<file path="config.mk">
export PLATFORM = sky130hd
export DESIGN_NAME = seq_alu
export DESIGN_NICKNAME = d
export VERILOG_FILES = /design/src/rtl/seq_alu_pkg.sv /design/src/rtl/seq_alu_muldiv.sv /design/src/rtl/seq_alu.sv
export SDC_FILE = /design/constraint.sdc
export NUM_CORES = 1
export LEC_CHECK = 0
export CAP_MARGIN = 20
export CORE_MARGIN = 1.5
export CORE_UTILIZATION = 50
export DETAILED_ROUTE_END_ITERATION = 10
export PLACE_DENSITY = 0.69
export SYNTH_ARGS = -nofsm -noshare
export SYNTH_HDL_FRONTEND = slang
export SYNTH_SLANG_ARGS = --single-unit
</file>
<file path="constraint.sdc">
create_clock -name clk -period 9.86 [get_ports clk]
set_clock_uncertainty 0.2 [all_clocks]
set_input_delay 1.972 -clock clk [delete_from_list [all_inputs] [get_ports clk]]
set_output_delay 1.972 -clock clk [all_outputs]
set_load 0.01 [all_outputs]
</file>
<file path="src/rtl/seq_alu_pkg.sv">
// Shared types for the sequential ALU: opcode enum, FSM states, opcode width.
package seq_alu_pkg;

  localparam int OP_W = 3;

  typedef enum logic [OP_W-1:0] {
    ALU_ADD  = 3'd0,
    ALU_SUB  = 3'd1,
    ALU_SHL  = 3'd2,
    ALU_SHR  = 3'd3,
    ALU_MUL  = 3'd4,
    ALU_DIV  = 3'd5,
    ALU_ILL6 = 3'd6,
    ALU_ILL7 = 3'd7
  } alu_op_e;

  typedef enum logic [1:0] {
    IDLE = 2'd0,
    BUSY = 2'd1,
    DONE = 2'd2
  } alu_state_e;

  // Multiply and divide go through the iterative engine; everything else is single-cycle.
  function automatic logic is_multicycle(input alu_op_e op);
    return (op == ALU_MUL) || (op == ALU_DIV);
  endfunction

endpackage

</file>
<file path="src/rtl/seq_alu_muldiv.sv">
// Iterative engine: shift-add multiplier / restoring divider, one bit per cycle.
// The first bit is processed on the start edge, so after WIDTH edges the
// magnitude result is complete and the sign fix-up is applied combinationally,
// ready to be captured by the parent on the following edge.
module seq_alu_muldiv #(
  parameter int WIDTH = 16
) (
  input  logic               clk,
  input  logic               rst_n,
  input  logic               start,
  input  logic               is_div,
  input  logic               sign,
  input  logic [WIDTH-1:0]   a,
  input  logic [WIDTH-1:0]   b,
  output logic               done,
  output logic [2*WIDTH-1:0] result
);

  localparam int CW = $clog2(WIDTH + 1);
  localparam logic [CW-1:0] CNT_LAST = CW'(WIDTH);

  logic [2*WIDTH-1:0] p_r, p_cur_s, p_step_s;
  logic [WIDTH-1:0]   m_r, m_cur_s, a_mag_s, b_mag_s;
  logic [CW-1:0]      cnt_r;
  logic               busy_r, is_div_r, neg_lo_r, neg_hi_r;
  logic               a_neg_s, b_neg_s, div_cur_s;

  // One iteration: multiply = conditional add then shift right; divide = shift left, trial subtract.
  function automatic logic [2*WIDTH-1:0] md_step(input logic       dv,
                                                 input logic [2*WIDTH-1:0] p,
                                                 input logic [WIDTH-1:0]   m);
    logic [WIDTH:0] sum;
    logic [WIDTH:0] shifted;
    logic [WIDTH:0] trial;
    sum     = {1'b0, p[2*WIDTH-1:WIDTH]} + (p[0] ? {1'b0, m} : {(WIDTH+1){1'b0}});
    shifted = {p[2*WIDTH-1:WIDTH], p[WIDTH-1]};
    trial   = shifted - {1'b0, m};
    if (!dv) begin
      md_step = {sum, p[WIDTH-1:1]};
    end else if (!trial[WIDTH]) begin
      md_step = {trial[WIDTH-1:0], p[WIDTH-2:0], 1'b1};
    end else begin
      md_step = {shifted[WIDTH-1:0], p[WIDTH-2:0], 1'b0};
    end
  endfunction

  // Operand magnitudes and the working value for this cycle's step.
  always_comb begin
    a_neg_s   = sign && a[WIDTH-1];
    b_neg_s   = sign && b[WIDTH-1];
    a_mag_s   = a_neg_s ? -a : a;
    b_mag_s   = b_neg_s ? -b : b;
    div_cur_s = start ? is_div : is_div_r;
    if (start) begin
      p_cur_s = {{WIDTH{1'b0}}, (is_div ? a_mag_s : b_mag_s)};
      m_cur_s = is_div ? b_mag_s : a_mag_s;
    end else begin
      p_cur_s = p_r;
      m_cur_s = m_r;
    end
    p_step_s = md_step(div_cur_s, p_cur_s, m_cur_s);
  end

  // Iteration state: latch operands on start, then step until WIDTH bits are done.
  always_ff @(posedge clk or negedge rst_n) begin
    if (!rst_n) begin
      p_r      <= {(2*WIDTH){1'b0}};
      m_r      <= {WIDTH{1'b0}};
      cnt_r    <= {CW{1'b0}};
      busy_r   <= 1'b0;
      is_div_r <= 1'b0;
      neg_lo_r <= 1'b0;
      neg_hi_r <= 1'b0;
    end else if (start) begin
      p_r      <= p_step_s;
      m_r      <= m_cur_s;
      cnt_r    <= CW'(1);
      busy_r   <= 1'b1;
      is_div_r <= is_div;
      neg_lo_r <= a_neg_s ^ b_neg_s;
      neg_hi_r <= is_div ? a_neg_s : (a_neg_s ^ b_neg_s);
    end else if (busy_r && (cnt_r != CNT_LAST)) begin
      p_r   <= p_step_s;
      cnt_r <= cnt_r + CW'(1);
    end else if (done) begin
      busy_r <= 1'b0;
    end
  end

  assign done = busy_r && (cnt_r == CNT_LAST);

  // Final sign correction: whole product for multiply, quotient/remainder separately for divide.
  always_comb begin
    if (!is_div_r) begin
      result = neg_lo_r ? -p_r : p_r;
    end else begin
      result[WIDTH-1:0]       = neg_lo_r ? -p_r[WIDTH-1:0] : p_r[WIDTH-1:0];
      result[2*WIDTH-1:WIDTH] = neg_hi_r ? -p_r[2*WIDTH-1:WIDTH] : p_r[2*WIDTH-1:WIDTH];
    end
  end

endmodule

</file>
<file path="src/rtl/seq_alu.sv">
// Sequential ALU: single-cycle add/sub/shift, WIDTH-cycle multiply/divide,
// valid/ready handshake on both sides, result held until consumed.
module seq_alu
  import seq_alu_pkg::*;
#(
  parameter int WIDTH = 16
) (
  input  logic               clk,
  input  logic               rst_n,
  input  logic               in_valid,
  output logic               in_ready,
  input  logic [WIDTH-1:0]   op1,
  input  logic [WIDTH-1:0]   op2,
  input  logic [OP_W-1:0]    operation,
  input  logic               sign,
  output logic               out_valid,
  input  logic               out_ready,
  output logic [2*WIDTH-1:0] result,
  output logic               flag
);

  localparam logic [WIDTH-1:0] MOST_NEG = {1'b1, {(WIDTH-1){1'b0}}};
  localparam logic [WIDTH-1:0] ALL_ONES = {WIDTH{1'b1}};

  alu_state_e         state_r, state_nxt_s;
  alu_op_e            op_s;
  logic               accept_s, md_start_s, md_done_s;
  logic [2*WIDTH-1:0] md_result_s, result_r;
  logic [2*WIDTH:0]   alu_out_s;
  logic               flag_r, out_valid_r, in_ready_r;
  logic               div_zero_r, div_ovf_r;
  logic [WIDTH-1:0]   div_op1_r;

  // Single-cycle operations; returns {flag, upper half, lower half}.
  function automatic logic [2*WIDTH:0] alu_eval(input alu_op_e op,
                                                input logic [WIDTH-1:0] a,
                                                input logic [WIDTH-1:0] b,
                                                input logic sgn);
    logic [WIDTH:0]   wide;
    logic [WIDTH-1:0] low;
    logic             flg;
    logic             big;
    logic             ill;
    wide = {(WIDTH+1){1'b0}};
    low  = {WIDTH{1'b0}};
    flg  = 1'b0;
    ill  = 1'b0;
    big  = (32'(b) >= 32'(WIDTH));
    case (op)
      ALU_ADD: begin
        wide = {1'b0, a} + {1'b0, b};
        low  = wide[WIDTH-1:0];
        flg  = sgn ? ((a[WIDTH-1] == b[WIDTH-1]) && (low[WIDTH-1] != a[WIDTH-1])) : wide[WIDTH];
      end
      ALU_SUB: begin
        wide = {1'b0, a} - {1'b0, b};
        low  = wide[WIDTH-1:0];
        flg  = sgn ? ((a[WIDTH-1] != b[WIDTH-1]) && (low[WIDTH-1] != a[WIDTH-1])) : wide[WIDTH];
      end
      ALU_SHL: begin
        if (big) low = {WIDTH{1'b0}};
        else     low = a << b;
      end
      ALU_SHR: begin
        if (big)      low = sgn ? {WIDTH{a[WIDTH-1]}} : {WIDTH{1'b0}};
        else if (sgn) low = $signed(a) >>> b;
        else          low = a >> b;
      end
      default: begin
        ill = 1'b1;
        flg = 1'b1;
      end
    endcase
    return {flg, ((sgn && low[WIDTH-1] && !ill) ? ALL_ONES : {WIDTH{1'b0}}), low};
  endfunction

  assign op_s      = alu_op_e'(operation);
  assign alu_out_s = alu_eval(op_s, op1, op2, sign);

  seq_alu_muldiv #(.WIDTH(WIDTH)) u_muldiv (
    .clk    (clk),
    .rst_n  (rst_n),
    .start  (md_start_s),
    .is_div (op_s == ALU_DIV),
    .sign   (sign),
    .a      (op1),
    .b      (op2),
    .done   (md_done_s),
    .result (md_result_s)
  );

  // Next-state logic and accept / engine-start decode.
  always_comb begin
    state_nxt_s = state_r;
    accept_s    = 1'b0;
    md_start_s  = 1'b0;
    case (state_r)
      IDLE: begin
        if (in_valid) begin
          accept_s = 1'b1;
          if (is_multicycle(op_s)) begin
            md_start_s  = 1'b1;
            state_nxt_s = BUSY;
          end else begin
            state_nxt_s = DONE;
          end
        end else begin
          state_nxt_s = IDLE;
        end
      end
      BUSY: begin
        if (md_done_s) state_nxt_s = DONE;
        else           state_nxt_s = BUSY;
      end
      DONE: begin
        if (out_ready) state_nxt_s = IDLE;
        else           state_nxt_s = DONE;
      end
      default: state_nxt_s = IDLE;
    endcase
  end

  // State, handshake outputs and result/flag capture.
  always_ff @(posedge clk or negedge rst_n) begin
    if (!rst_n) begin
      state_r     <= IDLE;
      in_ready_r  <= 1'b1;
      out_valid_r <= 1'b0;
      result_r    <= {(2*WIDTH){1'b0}};
      flag_r      <= 1'b0;
      div_zero_r  <= 1'b0;
      div_ovf_r   <= 1'b0;
      div_op1_r   <= {WIDTH{1'b0}};
    end else begin
      state_r     <= state_nxt_s;
      in_ready_r  <= (state_nxt_s == IDLE);
      out_valid_r <= (state_nxt_s == DONE);
      if (accept_s && md_start_s) begin
        result_r   <= {(2*WIDTH){1'b0}};
        flag_r     <= 1'b0;
        div_zero_r <= (op_s == ALU_DIV) && (op2 == {WIDTH{1'b0}});
        div_ovf_r  <= (op_s == ALU_DIV) && sign && (op1 == MOST_NEG) && (op2 == ALL_ONES);
        div_op1_r  <= op1;
      end else if (accept_s) begin
        {flag_r, result_r} <= alu_out_s;
      end else if ((state_r == BUSY) && md_done_s) begin
        // Divide by zero reports the raw dividend as remainder, even when signed.
        result_r <= div_zero_r ? {div_op1_r, ALL_ONES} : md_result_s;
        flag_r   <= div_zero_r || div_ovf_r;
      end
    end
  end

  assign in_ready  = in_ready_r;
  assign out_valid = out_valid_r;
  assign result    = result_r;
  assign flag      = flag_r;

endmodule

</file>
# Word-level counts from Yosys, hierarchy flattened
# Index checks and enable logic that the tools add are counted.
totals:
  ff_bits: 112
  latch_bits: 0
  ram_bits: 0
  rom_bits: 0
  input_bits: 40
  output_inout_bits: 35
  memories: 0
op_classes:
  n_addsub: 10
  multipliers: 0
  div_mod_pow: 0
  order_cmp: 1
  eq_ne: 17
  n_shift: 3
  mux: 48
  n_bitwise: 1
  n_reduce_logical: 26
op_table:
  columns: ["cell", "count"]
  rows:
  - ["$mux 32", 11]
  - ["$mux 16", 13]
  - ["$neg 16->16", 4]
  - ["$pmux 16 s4", 1]
  - ["$eq 16x16->1 const B", 2]
  - ["$neg 32->32", 1]
  - ["$add 16x16->17", 1]
  - ["$add 16x17->17", 1]
  - ["$sub 16x16->17", 1]
  - ["$sub 17x16->17", 1]
  - ["$ge 16x5->1 const B", 1]
  - ["$logic_not 16->1", 1]
  - ["$shl 16x16->16", 1]
  - ["$shr 16x16->16", 1]
  - ["$sshr 16x16->16", 1]
  - ["$mux 1", 15]
  - ["$logic_and 1x1->1", 14]
  - ["$mux 5", 2]
  - ["$mux 2", 4]
  - ["$eq 3x2->1 const B", 2]
  - ["$eq 3x3->1 const B", 2]
  - ["$pmux 2 s3", 1]
  - ["$add 5x1->5 const B", 1]
  - ["$eq 5x5->1 const B", 1]
  - ["17 further kinds", 23]

# Depth between registers and ports, before layout
depth:
  word_depth: 11
  mapped_depth: 20
  depth_no_buf: 18

# Modules after synthesis
# A second synthesis with hierarchy kept.
unflattened:
  hier_cells: 1632
  hier_area_um2: 12645.9
modules_own_cells:
  columns: ["mod", "n_inst", "cells_per_inst", "area_each_um2", "seq_area_each_um2"]
  rows:
  - ["seq_alu", 1, 828, 6452.4, 1377.6]
  - ["seq_alu_muldiv", 1, 804, 6193.4, 1426.4]

# Least setup slack after synthesis
# OpenSTA, ideal clock, no wires.
synth_timing:
  path_kind: "input to register"
  start: "input op2[1]"
  end: "register u_muldiv.p_r[25]"
  t_arrival_ns: 6.258
  required_time_ns: 9.583
  slack_ns: 3.324
  path_stages: 19
  cell_sequence: "buf_2 inv_1 clkbuf_1 ha_1 or4b_1 o21ai_0 xnor2_1 nor2_1 a211oi_1 a21oi_1 ha_1 or4_4 o2111ai_1 a31oi_1 nand4_1 nor4b_4 buf_4 mux2_2 a21oi_1"
synth_between:
  elab_chain_cells: 9
  elab_cells_between_ends: 13
  cone_classes: "add/sub: 3; mux: 10"
synth_lines:
  columns: ["element", "line", "source"]
  rows:
  - ["from (decl)", "seq_alu.sv:13", "input logic [WIDTH-1:0] op2,"]
  - ["$neg 16->16", "seq_alu_muldiv.sv:52", "b_mag_s = b_neg_s ? -b : b;"]
  - ["$mux 16 (*)", "seq_alu_muldiv.sv:52", null]
  - ["$mux 16 (on tied branches)", "seq_alu_muldiv.sv:55, seq_alu_muldiv.sv:56", null]
  - ["$mux 32 or $mux 16 (tied branches)", "seq_alu_muldiv.sv:54", "if (start) begin"]
  - ["$sub 17x16->17 or $mux 16 (tied branches)", "seq_alu_muldiv.sv:37, seq_alu_muldiv.sv:35", null]
  - ["$mux 32 or $add 16x17->17 (tied branches)", "seq_alu_muldiv.sv:40, seq_alu_muldiv.sv:35", null]
  - ["$mux 32 (*)", "seq_alu_muldiv.sv:38", "if (!dv) begin"]
  - ["$mux 32", "seq_alu_muldiv.sv:82", "end else if (busy_r && (cnt_r != CNT_LAST)) begin"]
  - ["$mux 32 (*)", "seq_alu_muldiv.sv:74", "end else if (start) begin"]
  - ["to (signal assigned)", "seq_alu_muldiv.sv:67", "p_r <= {(2*WIDTH){1'b0}};"]
  - ["to (signal assigned)", "seq_alu_muldiv.sv:75", "p_r <= p_step_s;"]
  - ["to (signal assigned)", "seq_alu_muldiv.sv:83", "p_r <= p_step_s;"]
  - ["to (decl)", "seq_alu_muldiv.sv:22", "logic [2*WIDTH-1:0] p_r, p_cur_s, p_step_s;"]
# Every way passes the cells marked *; elsewhere a longest branch is shown, timed or not. The select of a mux whose other input is x is not followed.
# A chain may end at the register's enable or synchronous reset.

# Final worst setup path
layout_timing:
  start: "input op2[4]"
  end: "register u_muldiv.p_r[25]"
# Same word-level chain as after synthesis.

==> results.toml <==
[finish]
nets = 1755
final_cells = 1969
layout-drive-gt1-share = 0.0772
fillerInstances = 2377
areaGrowthSynthToFinish_pct = 9.61
antenna_cells = 0

[critical_path]
critPathKind = "in2reg"
crit_path_max_fanout = 16
cp-end-kind = "flop"
critical_path_required_ps = 9960
arrival_ps = 7700
start_kind = "input port"

[sta]
setup_tns_ps = 0
setup_ws_ps = 2260
max_slew_margin = 0.295
worstMarginPinSlew_ps = 1060
setup-violations-final = 0
post-route-min-period_ps = 7600
final.period_utilization = 0.771
rsz0062_at_grt = "no"
fmax_mhz = 132
drv_slew = 0
timing.final.hold_violations = 0
hold-worst-slack_ps = 280

[logic_synthesis]
synth_edf_count = 0
synth_top_area_frac = 0.221
synthesis.nets = 1759
synth-compound-area-share = 0.263
synthTopCellsByCount = "180 x nor2_1, 169 x nand2_1, 129 x a21oi_1, 111 x dfrtp_1, 100 x clkbuf_1"
synthArstFlopShare = 1.00
yosys-top-cells-area = "dfrtp_1 22%, ha_1 7.1%, nor2_1 5.4%"
yosysUniqueCellTypes = 88
synth.cell_area_mm2 = 0.0126
syn_area_per_cell_um2 = 7.64
synthAdderAreaFrac = 0.0771
synth_top_family_by_area = "compound AO/OA/AOI/OAI gates"
synthCells = 1644
synth.area.mux_share = 0.0791
synth_ff_type = "dfrtp_1"
ys_ff_latch = 112
yosys.area_share.simple = 0.225
synth_top_area_cell = "dfrtp_1"
yosysWarnings = 0
synth_most_common_cell = "nor2_1"
synthXorXnorAreaFrac = 0.0698
yosysSeqAreaShare = 0.223

[routing]
totalWireLength_mm = 46.6
drt_iter0_drc = 1814
routedWlPerCell_um = 23.6
ant_nets = 0
route.detailed.drc = 0
firstDrtPassIters = 6
avgViaCountPerCell = 6.64
num_vias = 13100

[pwr]
p_leak_nw = 5.62
p_per_area_mw_per_mm2 = 284
p_total_w = 0.00391
ir_worst_vdd_uv = 208

[grt]
grt_remaining_overflow = 0
grt_max_degree = 63
grt_usage = 0.359
grt_pass1_wl_mm = 72.2
antenna_found_initial = 1
grt_pass1_vias = 12100

[cts]
clock-sinks = 112
cts_setup_buffers = 0
cts_tree = "yes"
h-tree-depth = 3
clock_latency_ps = 370
cts_buffers = 9
postCtsHoldBufs = 0
cts_resized = 0
clk_pin_slew_worst_paths_ps = 80
clk_path_buf_depth = 2
clk_root_buffer_cell = "clkbuf_16"

[floorplan]
start_util = 0.513
fp.dieH_um = 161
placement_rows = 57
coreArea_mm2 = 0.0245
pin_count = 75
dieArea_mm2 = 0.0261
die_x_um = 161

[placed_design]
gp_congestion = 1.00
dp_hpwl_mm = 34.1
placedCellCount = 1953
io_buffers = 74
post-place-ws_ps = 2040

[status]
outcome = "finished clean"

[flow_run]
maxCapViolCount = 0

[min_path]
min_path_type = "reg2reg"
## state kept, by name (all words and copies together), names as in the netlist, 2 cells and up
register,count
u_muldiv.m_r,16
state_r,2
u_muldiv.cnt_r,5
result,32
u_muldiv.p_r,32
div_op1_r,16
## worst max-delay path, stage by stage
cell             delay [ps]
clkdlybuf4s50_1         750
nor3_1                  860
nand3_1                 150
o21ai_1                 220
nand2_1                  80
o211ai_1                220
o21ai_0                 210
ha_1                    270
fa_1                    420
nor2b_1                 190
o31a_1                  260
o2111ai_1               180
a31oi_1                 330
nor4_2                   90
nor4b_4                 670
buf_4                   340
mux2_2                  350
a21oi_1                 120
## worst paths after layout
| path | start | endpoint | slack, ps | cells past startpoint |
|---|---|---|---|---|
| setup / recovery | op2[4] | u_muldiv.p_r[25] | 2260 | 18 |
| hold / removal | div_op1_r[13] | div_op1_r[13] | 280 | 2 |
| setup reg to reg | state_r[1] | u_muldiv.p_r[29] | 4380 | 15 |
| hold reg to reg | div_op1_r[13] | div_op1_r[13] | 280 | 2 |
| max in group asynchronous | rst_n | div_op1_r[5] | 6700 | 2 |
| min in group asynchronous | rst_n | result[0] | 1410 | 1 |
## metal layers
| layer | vias up | track usage | share of wire |
|---|---|---|---|
| met1 | 6195 | 0.507 | 0.43 |
| met5 | - | 0 | 0.00030 |
| met3 | 134 | 0.0919 | 0.11 |
| li1 | 5999 | - | - |
| met4 | 2 | 0.138 | 0.043 |
| met2 | 739 | 0.524 | 0.42 |
## report_power, final
| part | total (W) | internal, W | switching, W |
|---|---|---|---|
| clock network | 0.000378 | 0.000180 | 0.000198 |
| logic | 0.00259 | 0.00109 | 0.00150 |
| registers | 0.000940 | 0.000676 | 0.000264 |
| total | 0.00391 | 0.00195 | 0.00196 |
## through the flow
stage	cell area, um2	utilization
2_1_floorplan	12600	-
4_1_cts	13800	0.563
5_1_grt	13800	0.563
3_3_place_gp	13500	0.550
3_5_place_dp	13500	0.550
6_report	13800	0.563
## area by class of cell
class | instances | area (um2) | share of cell area
repair buffers | 110 | 998 | 0.0726
clock buffers | 9 | 225 | 0.0164
flip-flops and latches | 112 | 2800 | 0.204
clock inverters | 7 | 75.1 | 0.00546
well taps | 324 | 405 | 0.0295
inverters | 74 | 278 | 0.0202
multi-input cells | 1333 | 8980 | 0.652
## cell usage in the layout (no fill, tap or decap), types with 11 or more instances in the layout
master and n:
nor2b_1 13, a21oi_1 128, inv_1 71, nand2_1 168
and2_1 18, nand4_1 11, buf_4 37, mux4_2 18
nand3_1 42, nor3_1 50, dfrtp_1 111, o21ai_0 86
mux2i_1 43, clkdlybuf4s50_1 71, nor2_1 179, xnor2_1 66
o211ai_1 13, mux2_2 14, o31ai_1 22, nor4_1 14
ha_1 71, nand2b_1 17, xor2_1 34, or3_1 16
a211oi_1 44, a21o_1 15, a31oi_1 37, o22ai_1 24
## kinds of logic after synthesis
kind of cell,Yosys count
simple gates,586
compound gates,497
flops,112
fa+ha+maj,75
mux,75
buf+inv,199
xor+xnor,100
Power figures use the tool's default switching activity.
